File: config.mk
export PLATFORM = sky130hd
export DESIGN_NAME = fruit_rom_rd_arbiter
export DESIGN_NICKNAME = d
export VERILOG_FILES = /design/src/rtl/fruit_rom_arb_pkg.sv /design/src/rtl/fruit_rr_pick.sv /design/src/rtl/fruit_rom_rd_arbiter.sv
export SDC_FILE = /design/constraint.sdc
export NUM_CORES = 1
export LEC_CHECK = 0
export BUFFER_PORTS_ARGS = -buffer_cell sky130_fd_sc_hd__buf_2
export CORE_ASPECT_RATIO = 0.6
export CORE_MARGIN = 1.5
export CORE_UTILIZATION = 26
export DETAILED_ROUTE_END_ITERATION = 10
export REMOVE_ABC_BUFFERS = 1
export SLEW_MARGIN = 40
export SYNTH_ARGS = -nofsm -noshare
export SYNTH_HDL_FRONTEND = slang
export SYNTH_SLANG_ARGS = --single-unit
File: constraint.sdc
create_clock -name clk -period 6.35 [get_ports clk]
set_clock_uncertainty 0.15 [all_clocks]
set_input_delay 0.635 -clock clk [delete_from_list [all_inputs] [get_ports clk]]
set_output_delay 0.635 -clock clk [all_outputs]
set_load 0.02 [all_outputs]
File: src/rtl/fruit_rom_arb_pkg.sv
// Shared types and constants for the fruit-template ROM read arbiter.
package fruit_rom_arb_pkg;

    typedef enum logic [0:0] {
        ST_IDLE  = 1'b0,
        ST_ISSUE = 1'b1
    } state_e;

    // Sized for the largest supported requester count (8).
    localparam int TAG_ID_W = 3;

    typedef struct packed {
        logic                valid;
        logic [TAG_ID_W-1:0] id;
        logic                last;
    } tag_t;

    localparam int TAG_W = $bits(tag_t);

    localparam int RD_LAT_NO_OREG = 1;
    localparam int RD_LAT_OREG    = 2;

endpackage

File: src/rtl/fruit_rr_pick.sv
// Combinational round-robin picker: first set request bit above ptr, wrapping.
module fruit_rr_pick #(
    parameter int N = 4,
    parameter int W = $clog2(N)
) (
    input  logic [N-1:0] req,
    input  logic [W-1:0] ptr,
    output logic [N-1:0] gnt,
    output logic [W-1:0] idx,
    output logic         any
);

    logic [W-1:0] cand;

    // NOTE: every output gets a default before the search loop, so no path leaves a latch.
    always_comb begin
        gnt  = '0;
        idx  = '0;
        any  = 1'b0;
        cand = '0;
        for (int k = 1; k <= N; k++) begin
            cand = W'((int'(ptr) + k) % N);
            if (!any && req[cand]) begin
                any       = 1'b1;
                idx       = cand;
                gnt[cand] = 1'b1;
            end
        end
    end

endmodule

File: src/rtl/fruit_rom_rd_arbiter.sv
// Round-robin burst read arbiter in front of a single-port template ROM,
// returning latency-aligned read data tagged with requester id and last flag.
module fruit_rom_rd_arbiter
    import fruit_rom_arb_pkg::*;
#(
    parameter int NUM_REQ    = 4,
    parameter int ADDR_WIDTH = 10,
    parameter int DATA_WIDTH = 32,
    parameter int LEN_WIDTH  = 8,
    parameter int RD_LATENCY = RD_LAT_NO_OREG,
    parameter int ID_WIDTH   = 2
) (
    input  logic                            clk,
    input  logic                            rst_n,
    input  logic [NUM_REQ-1:0]              req,
    input  logic [NUM_REQ*ADDR_WIDTH-1:0]   req_addr,
    input  logic [NUM_REQ*LEN_WIDTH-1:0]    req_len,
    output logic [NUM_REQ-1:0]              gnt,
    output logic                            busy,
    output logic [ADDR_WIDTH-1:0]           rom_addr,
    output logic                            rom_clk_en,
    input  logic [DATA_WIDTH-1:0]           rom_rd_data,
    output logic                            rd_valid,
    output logic [DATA_WIDTH-1:0]           rd_data,
    output logic [ID_WIDTH-1:0]             rd_id,
    output logic                            rd_last
);

    localparam int IDX_W = $clog2(NUM_REQ);

    if (RD_LATENCY < RD_LAT_NO_OREG || RD_LATENCY > RD_LAT_OREG) begin : g_bad_latency
        $error("RD_LATENCY must be 1 or 2");
    end
    if (ID_WIDTH < IDX_W) begin : g_bad_id_width
        $error("ID_WIDTH too narrow for NUM_REQ");
    end

    state_e                state_q, state_d;
    logic [IDX_W-1:0]      ptr_q, ptr_d;
    logic [ADDR_WIDTH-1:0] cur_addr_q, cur_addr_d;
    logic [LEN_WIDTH-1:0]  cnt_q, cnt_d;
    logic [ID_WIDTH-1:0]   cur_id_q, cur_id_d;
    logic [TAG_W-1:0]      pipe_q [RD_LATENCY];
    logic [TAG_W-1:0]      pipe_d [RD_LATENCY];

    logic [ADDR_WIDTH-1:0] addr_arr [NUM_REQ];
    logic [LEN_WIDTH-1:0]  len_arr  [NUM_REQ];
    logic [NUM_REQ-1:0]    pick_gnt;
    logic [IDX_W-1:0]      pick_idx;
    logic                  pick_any;
    logic                  issue;
    logic                  pipe_busy;
    tag_t                  head;
    tag_t                  tail;
    tag_t                  stage;

    always_comb begin
        for (int i = 0; i < NUM_REQ; i++) begin
            addr_arr[i] = req_addr[i*ADDR_WIDTH +: ADDR_WIDTH];
            len_arr[i]  = req_len[i*LEN_WIDTH +: LEN_WIDTH];
        end
    end

    fruit_rr_pick #(
        .N (NUM_REQ),
        .W (IDX_W)
    ) u_pick (
        .req (req),
        .ptr (ptr_q),
        .gnt (pick_gnt),
        .idx (pick_idx),
        .any (pick_any)
    );

    assign issue = (state_q == ST_ISSUE);

    // The grant is a combinational pulse from live req; gating with rst_n keeps it low during reset.
    assign gnt = (state_q == ST_IDLE && rst_n) ? pick_gnt : '0;

    always_comb begin
        state_d    = state_q;
        ptr_d      = ptr_q;
        cur_addr_d = cur_addr_q;
        cnt_d      = cnt_q;
        cur_id_d   = cur_id_q;
        unique case (state_q)
            ST_IDLE: begin
                if (pick_any) begin
                    ptr_d      = pick_idx;
                    cur_id_d   = ID_WIDTH'(pick_idx);
                    cur_addr_d = addr_arr[pick_idx];
                    cnt_d      = len_arr[pick_idx];
                    state_d    = ST_ISSUE;
                end
            end
            ST_ISSUE: begin
                if (cnt_q == '0) begin
                    // Address is left on the final word so rom_addr holds while idle.
                    state_d = ST_IDLE;
                end else begin
                    cur_addr_d = cur_addr_q + 1'b1;
                    cnt_d      = cnt_q - 1'b1;
                end
            end
            default: state_d = ST_IDLE;
        endcase
    end

    always_comb begin
        head = '0;
        if (issue) begin
            head.valid = 1'b1;
            head.id    = TAG_ID_W'(cur_id_q);
            head.last  = (cnt_q == '0);
        end
        pipe_d[0] = head;
        for (int i = 1; i < RD_LATENCY; i++) begin
            pipe_d[i] = pipe_q[i-1];
        end
    end

    always_comb begin
        pipe_busy = 1'b0;
        stage     = '0;
        for (int i = 0; i < RD_LATENCY; i++) begin
            stage     = pipe_q[i];
            pipe_busy = pipe_busy | stage.valid;
        end
    end

    // NOTE: sequential state uses non-blocking assignments so every flop samples pre-edge values.
    always_ff @(posedge clk or negedge rst_n) begin
        if (!rst_n) begin
            state_q    <= ST_IDLE;
            ptr_q      <= IDX_W'(NUM_REQ - 1);
            cur_addr_q <= '0;
            cnt_q      <= '0;
            cur_id_q   <= '0;
            // NOTE: the tag pipe is reset because its valid bits decide whether stale data escapes.
            for (int i = 0; i < RD_LATENCY; i++) begin
                pipe_q[i] <= '0;
            end
        end else begin
            state_q    <= state_d;
            ptr_q      <= ptr_d;
            cur_addr_q <= cur_addr_d;
            cnt_q      <= cnt_d;
            cur_id_q   <= cur_id_d;
            for (int i = 0; i < RD_LATENCY; i++) begin
                pipe_q[i] <= pipe_d[i];
            end
        end
    end

    assign tail       = pipe_q[RD_LATENCY-1];
    assign rom_clk_en = issue;
    assign rom_addr   = cur_addr_q;
    assign busy       = issue | pipe_busy;
    assign rd_valid   = tail.valid;
    assign rd_id      = ID_WIDTH'(tail.id);
    assign rd_last    = tail.last;
    assign rd_data    = rom_rd_data;

endmodule

==> results.yml, run 1 <==
floorplan:
  die_h_um: 85.0
  initial_utilization_pct: 27.1
  io_pins: 162
  die_x_um: 140
  core_um2: 10700
  rows: 29
  die_area_um2: 11900
synthesis:
  synth.avg_cell_area_um2: 8.54
  synth_edf_count: 0
  ys_types: 64
  synthFlopType: "dfrtp_1"
  synthArstFlopShare_pct: 100
  yosysWarnings: 0
  synth_seq_cells: 27
  yosysSeqAreaShare_pct: 23.3
  syn-cell-area_um2: 2910
  synthCells: 341
job:
  max_cap_violations: 0
power:
  power.density_nw_per_um2: 477
  p_leak_nw: 1.45
  design_power_total_mw: 1.57
  vdd_drop_max_mv: 0.222
setup_path:
  ff2ff_setup_slack_ns: 2.12
  r2r_start: "ptr_q[0]$_DFFE_PN1P_"
  end_kind: "output port"
  start_kind: "flop"
  worstPathArrival_ns: 3.80
  criticalPathCategory: "flop to output port"
  worstPathMaxFanout: 31
  reg2regPathDepth: 9
  worstPathRequired_ns: 5.56
  r2r-end: "rom_addr[1]$_DFFE_PN0P_"
clock_tree:
  htreeDepth: 1
  clock_latency_ns: 0.27
  cts_root_buf: "clkbuf_16"
  cts_num_sinks: 27
  cts_resized: 0
  cts_tree: "built"
  numCtsBuffers: 3
  clk_pin_slew_worst_paths_ns: 0.07
  ctsLongestPathBuffers: 2
  cts_hold_buf: 0
  post-cts-setup-buffer-count: 0
route:
  drt-vias-per-instance: 5.58
  routed_wl_um: 11000
  drt_pass1_iterations: 8
  wl_per_cell_um: 20.9
  vias: 2953
  drtAntennaViolNets: 0
  drc: 4
  dr.first_iter.drc_count: 185
global_routing:
  overflow: 0
  track_usage_pct: 18.3
  antenna_found_initial: 0
  grt_max_degree: 32
  grt_pass1_wl_um: 16500
  grt_pass1_vias: 2833
layout:
  drive_gt1_share_pct: 35.4
  design_area_um2: 3290
  final_nets: 512
  antenna_cells: 0
  fillers: 1155
  layout_commonest_cell: "buf_2"
  final_cell_mix: "97 x buf_2, 28 x nor2_1, 25 x dfrtp_1"
  finalNonFillerCells: 529
  area_growth_pct: 12.9
timing:
  min_period_over_period_pct: 72.3
  holdWs_ns: 0.251
  setup_violations: 0
  fmax_ghz: 0.218
  tightest_slew_ns: 0.763
  hold_violations: 0
  slew_headroom_pct: 49.1
  min_period_ns: 4.59
  setup_tns_ns: 0
  slew_violations: 0
  rsz0062_at_grt: "false"
place:
  portBuffers: 97
  placed_area_um2: 3190
  dp_hpwl_um: 8520
  place_congestion: 0.870
  placed_cells: 524
run_status:
  violations: "DRC"
  status: "complete, but fails checks"
hold_path:
  hp-class: "input pin to asynchronous set/reset pin"
Yosys cell counts (4+ instances only):
cell type	number	share of area, %
mux2_2	13	5.0
nor2_1	29	3.7
or3_1	4	0.86
inv_1	8	1.0
or2_2	5	1.1
buf_4	35	9.0
o221ai_1	16	4.8
nand2_1	21	2.7
dfrtp_1	25	21
mux2i_1	20	6.9
nand3_1	10	1.7
a21oi_1	14	2.4
o22ai_1	4	0.86
nor3_1	11	1.9
clkbuf_1	10	1.3
ha_1	11	4.7
buf_6	5	1.9
o211ai_1	5	1.3
a221oi_1	8	2.4
a22oi_1	7	1.8
o21ai_0	17	2.9
where the power goes:
group	switching, mW	internal [mW]	total, mW
registers	0.121	0.256	0.377
clock network	0.0635	0.0863	0.150
logic	0.609	0.431	1.04
total	0.794	0.773	1.57
how the worst max path moves through the flow:
stage | depth (start not counted) | end | slack, ns | start
6_report | 9 | gnt[1] | 1.76 | ptr_q[0]$_DFFE_PN1P_
5_1_grt | 9 | gnt[2] | 1.55 | ptr_q[0]$_DFFE_PN1P_
4_1_cts | 9 | gnt[1] | 1.82 | ptr_q[0]$_DFFE_PN1P_
3_5_place_dp | 8 | rom_addr[5]$_DFFE_PN0P_ | 1.98 | ptr_q[0]$_DFFE_PN1P_
3_3_place_gp | 8 | rom_addr[5]$_DFFE_PN0P_ | 2.21 | ptr_q[0]$_DFFE_PN1P_
2_1_floorplan | 8 | gnt[0] | 2.72 | ptr_q[0]$_DFFE_PN1P_
state kept, by name, indices dropped and copies added (netlist names):
register / flops
cnt_q: 8
ptr_q: 2
pipe_q: 4
cur_id_q: 2
rom_addr: 10
rom_clk_en: 1
critical path, stage by stage (launching register included):
cell and delay (ns):
dfstp_2 0.94, clkinv_1 0.53, ha_1 0.58, mux4_2 0.58
nor2b_4 0.20, a22oi_1 0.16, nor2_1 0.06, a221oi_1 0.24
nor2_1 0.07, buf_2 0.16
through the flow:
stage	worst slack (ns)	utilization, %
6_report	1.76	30.6
4_1_cts	1.82	30.5
5_1_grt	1.55	30.6
2_1_floorplan	2.72	-
3_5_place_dp	1.98	29.7
3_3_place_gp	2.21	29.7
cell type report:
| type | instances | area [µm²] | share of cell area (%) |
|---|---|---|---|
| inverter | 10 | 37.5 | 1.14 |
| timing repair buffer | 99 | 504 | 15.3 |
| clock buffer | 4 | 78.8 | 2.40 |
| multi-input combinational | 250 | 1820 | 55.2 |
| tap | 139 | 174 | 5.29 |
| sequential | 27 | 678 | 20.6 |
kinds of logic after synthesis:
| kind of cell | after synthesis | share of synthesized area [%] |
|---|---|---|
| mux | 35 | 13.5 |
| simple gates | 101 | 18.1 |
| compound gates | 99 | 24.7 |
| xor+xnor | 4 | 1.20 |
| flops | 27 | 23.3 |
| fa+ha+maj | 11 | 4.73 |
| buf+inv | 64 | 14.6 |
metal layers:
metal	vias up	routed length, µm	track usage [%]
li1	1349	-	-
met1	1411	5290	26.0
met2	185	4220	24.6
met3	8	1440	9.54
met4	0	92	2.20
met5	-	0	1.62
No activity file was read; power rests on OpenSTA's default activity.
==> run 2, diff against run 1 <==
Clock period 6.35 ns to 4.35 ns, I/O delays scaled along.
==> results.yml, run 2 (synthesis results as in run 1) <==
run_status:
  status: "complete, but fails checks"
  violations: "DRC"
layout:
  fillers: 1160
  final_cell_mix: "97 x buf_2, 29 x nor2_1, 25 x dfrtp_1"
  final_nets: 515
  layout_commonest_cell: "buf_2"
  drive_gt1_share_pct: 35.6
  post-route-util_pct: 30.8
  largest_reg_flops: 10
  area_growth_pct: 13.5
  finalNonFillerCells: 533
floorplan:
  initial_utilization_pct: 27.1
  rows: 29
  die_x_um: 140
  die_area_um2: 11900
  die_h_um: 85.0
  core_um2: 10700
  io_pins: 162
setup_path:
  worstPathRequired_ns: 3.76
  critPathMostFrequentCell: "nor2_1"
  worstPathMaxFanout: 10
  cp_slowest_cell: "dfstp_2"
  critical_path.max_stage_delay_ns: 0.62
  crit_family: "flip-flops"
  worstPathArrival_ns: 2.96
  criticalPathCategory: "flop to output port"
  start_kind: "flop"
  timing.critical_path.buf_inv: 2
  end_kind: "output port"
  cp_cell_sequence: "inv_1 -> ha_1 -> mux4_2 -> nor2b_4 -> a22oi_1 -> nor2_1 -> a221oi_1 -> nor2_1 -> buf_2"
route:
  drt_pass1_iterations: 8
  highest_layer: "met5"
  drtAntennaViolNets: 0
  routed_wl_um: 10700
  vias: 2922
  wl_met3_um: 1300
  drc: 8
  dr.first_iter.drc_count: 181
  routed-wl-met2_um: 4140
  wl_per_cell_um: 20.1
  wl_met1_um: 5100
  drt-vias-per-instance: 5.48
clock_tree:
  clk_pin_slew_worst_paths_ns: 0.07
  htreeDepth: 1
  post-cts-setup-buffer-count: 0
  cts_hold_buf: 0
  cts_num_sinks: 27
  numCtsBuffers: 3
  clock_latency_ns: 0.27
  cts_resized: 0
  ctsLongestPathBuffers: 2
  cts_root_buf: "clkbuf_16"
  cts_tree: "built"
timing:
  slew_violations: 0
  rsz0062_at_grt: "false"
  min_period_ns: 3.55
  setup_violations: 0
  min_period_over_period_pct: 81.5
  slew_headroom_pct: 45.6
  holdWs_ns: 0.0410
  hold_violations: 0
  tightest_slew_ns: 0.817
  fmax_ghz: 0.282
  setup_tns_ns: 0
global_routing:
  overflow: 0
  antenna_found_initial: 2
  grt_pass1_vias: 2897
  grt_max_degree: 31
  grt_pass1_wl_um: 16400
  track_usage_pct: 18.1
power:
  vdd_drop_max_mv: 0.225
  p_leak_nw: 1.47
  power.density_nw_per_um2: 685
place:
  placed_cells: 528
  portBuffers: 97
  dp_hpwl_um: 8460
  place_congestion: 0.897
job:
  max_cap_violations: 0
hold_path:
  hp-class: "input pin to asynchronous set/reset pin"
run 2: cell types whose count changed in the layout (fill, tap and decap cells not counted):
cell      delta
clkbuf_1     -1
buf_4        +4
clkinv_2     +1
nor2_2       -1
o21ai_2      -1
o21ai_1      +1
diode_2      +1
nor2_1       +1
buf_6        -1
run 2: cell type report:
| class | instances | area [µm²] | area share (%) |
|---|---|---|---|
| flip-flops and latches | 27 | 678 | 20.5 |
| diodes | 1 | 2.50 | 0.0757 |
| repair buffers | 102 | 523 | 15.8 |
| clock inverters | 1 | 5.00 | 0.151 |
| inverters | 10 | 37.5 | 1.14 |
| multi-input cells | 250 | 1810 | 54.8 |
| well taps | 139 | 174 | 5.26 |
| clock buffers | 3 | 75.1 | 2.27 |
run 2: worst register-to-register path, cell delays in order, from the launching register on:
cell and delay [ns]:
dfstp_2 0.62, inv_1 0.15, ha_1 0.44, mux4_2 0.58, nand2b_4 0.12, a21oi_2 0.11
nor2_4 0.58, buf_4 0.28, mux2i_1 0.19, o221ai_1 0.13
run 2: metal layers:
| metal | global-route usage (%) | vias to the layer above |
|---|---|---|
| li1 | - | 1352 |
| met1 | 25.5 | 1370 |
| met2 | 25.0 | 186 |
| met3 | 8.13 | 12 |
| met4 | 3.54 | 2 |
| met5 | 1.62 | - |
run 2: metrics by stage:
step / setup WS, ns / total power, mW / area (µm²)
2_1_floorplan: 0.771 / 1.59 / 2520
3_3_place_gp: 1.04 / 2.00 / 3220
3_5_place_dp: 0.879 / 2.04 / 3220
4_1_cts: 0.797 / 2.26 / 3300
5_1_grt: 0.608 / 2.45 / 3300
6_report: 0.804 / 2.26 / 3300
run 2: where the power goes:
group          switching [mW]  total, mW  leakage [nW]  internal [mW]
Sequential              0.130      0.502         0.312          0.373
Clock                  0.0889      0.213        0.0409          0.124
Combinational           0.916       1.55          1.11          0.633
Total                    1.13       2.26          1.47           1.13
run 2: final timing paths:
kind	start	endpoint	slack, ns	cells after the start
setup / recovery	ptr_q[1]$_DFFE_PN1P_	gnt[0]	0.80	9
hold reg to reg	cur_id_q[0]$_DFFE_PN0P_	cur_id_q[0]$_DFFE_PN0P_	0.33	2
hold / removal	rst_n	rom_addr[2]$_DFFE_PN0P_	0.04	1
min in group clk	req_addr[7]	rom_addr[7]$_DFFE_PN0P_	0.29	3
max in group asynchronous	rst_n	cnt_q[5]$_DFFE_PN0P_	3.59	1
setup reg to reg	ptr_q[1]$_DFFE_PN1P_	cnt_q[1]$_DFFE_PN0P_	0.87	9
==> run 3, diff against run 2 <==
Clock period 4.35 ns to 3.39 ns, I/O delays scaled along.
==> results.yml, run 3 (synthesis results as in run 1) <==
route:
  routed_wl_um: 11100
  vias: 2953
  drtAntennaViolNets: 0
  dr.first_iter.drc_count: 203
  drt_pass1_iterations: 8
  drt-vias-per-instance: 5.40
  drc: 4
  wl_per_cell_um: 20.3
place:
  place_congestion: 0.879
  placed_area_um2: 3300
  portBuffers: 97
  dp_hpwl_um: 8780
clock_tree:
  ctsLongestPathBuffers: 2
  cts_tree: "built"
  cts_root_buf: "clkbuf_16"
  numCtsBuffers: 3
  clock_latency_ns: 0.27
  htreeDepth: 1
  cts_resized: 0
  clk_pin_slew_worst_paths_ns: 0.07
  cts_num_sinks: 27
setup_path:
  worstPathRequired_ns: 3.35
  worstPathMaxFanout: 10
  worstPathArrival_ns: 3.17
  start_kind: "flop"
  end_kind: "flop"
  criticalPathCategory: "flop to flop"
layout:
  fillers: 1143
  area_growth_pct: 17.3
  largest_reg_flops: 10
  design_area_um2: 3420
  drive_gt1_share_pct: 38.0
  final_nets: 530
  layout_commonest_cell: "buf_2"
  antenna_cells: 0
  final_cell_mix: "97 x buf_2, 28 x nor2_1, 25 x dfrtp_1"
global_routing:
  grt_pass1_wl_um: 16800
  overflow: 0
  track_usage_pct: 18.4
  grt_max_degree: 28
  antenna_found_initial: 0
  grt_pass1_vias: 2962
floorplan:
  core_um2: 10700
  io_pins: 162
  rows: 29
  die_area_um2: 11900
  die_x_um: 140
  die_h_um: 85.0
  initial_utilization_pct: 27.1
timing:
  min_period_ns: 3.21
  slew_headroom_pct: 52.3
  setup_violations: 0
  min_period_over_period_pct: 94.8
  holdWs_ns: -0.0167
  tightest_slew_ns: 0.698
  fmax_ghz: 0.311
  hold_violations: 24
  rsz0062_at_grt: "false"
  slew_violations: 0
job:
  max_cap_violations: 0
power:
  design_power_total_mw: 3.09
  power.density_nw_per_um2: 906
  vdd_drop_max_mv: 0.329
  p_leak_nw: 1.54
hold_path:
  hp-class: "input pin to asynchronous set/reset pin"
run_status:
  status: "complete, but fails checks"
  violations: "DRC, hold timing"
==> run 3: cell type report <==
type | count | area [µm²] | share of cell area (%)
Inverter | 10 | 37.5 | 1.10
Clock buffer | 4 | 78.8 | 2.31
Timing Repair Buffer | 117 | 636 | 18.6
Tap cell | 139 | 174 | 5.09
Sequential cell | 27 | 678 | 19.9
Multi-Input combinational cell | 250 | 1810 | 53.0
==> run 3: metrics by stage <==
stage          utilization [%]  TNS (ns)  cells  setup slack (ns)
5_1_grt                   31.8         0    547            0.0143
3_5_place_dp              30.7         0    538             0.180
4_1_cts                   31.5         0    542            0.0660
2_1_floorplan                -    -0.995    287            -0.189
3_3_place_gp              30.7         0    538             0.257
6_report                  31.8         0    547             0.175
==> run 3: critical path: stages, from the launching register on <==
cell and delay (ns):
dfstp_2 0.59, clkinv_1 0.10, ha_1 0.34, mux4_2 0.39, nor2b_4 0.32, nor3_4 0.09, nor2_4 0.38, buf_4 0.22
mux2i_1 0.33, a221oi_1 0.14
==> run 3: per-layer routing <==
metal	global-route usage, %	wire [µm]
met1	26.0	5180
met2	24.7	4170
met3	9.48	1590
met4	3.54	148
met5	1.62	0
==> run 3: worst paths after layout <==
path / start / endpoint / slack [ns] / depth (start not counted)
max: ptr_q[0]$_DFFE_PN1P_ / rom_addr[7]$_DFFE_PN0P_ / 0.18 / 9
min: rst_n / rom_addr[1]$_DFFE_PN0P_ / -0.02 / 2
max reg2reg: ptr_q[0]$_DFFE_PN1P_ / rom_addr[7]$_DFFE_PN0P_ / 0.18 / 9
min reg2reg: cur_id_q[1]$_DFFE_PN0P_ / cur_id_q[1]$_DFFE_PN0P_ / 0.33 / 2
max in group asynchronous: rst_n / ptr_q[1]$_DFFE_PN1P_ / 2.79 / 2
min in group clk: req_addr[7] / rom_addr[7]$_DFFE_PN0P_ / 0.18 / 3
==> run 3: power breakdown <==
part           internal (mW)  total [mW]  leakage, nW  switching, mW
Clock                  0.161       0.279       0.0382          0.117
Combinational          0.936        2.17         1.19           1.24
Sequential             0.478       0.643        0.312          0.165
Total                   1.58        3.09         1.54           1.52
==> run 3: repair_timing <==
| action | CTS | global route |
|---|---|---|
| endpoints found under the setup margin | 0 | 7 |
| setup buffers | 0 | 5 |
| hold buffers | 0 | 0 |
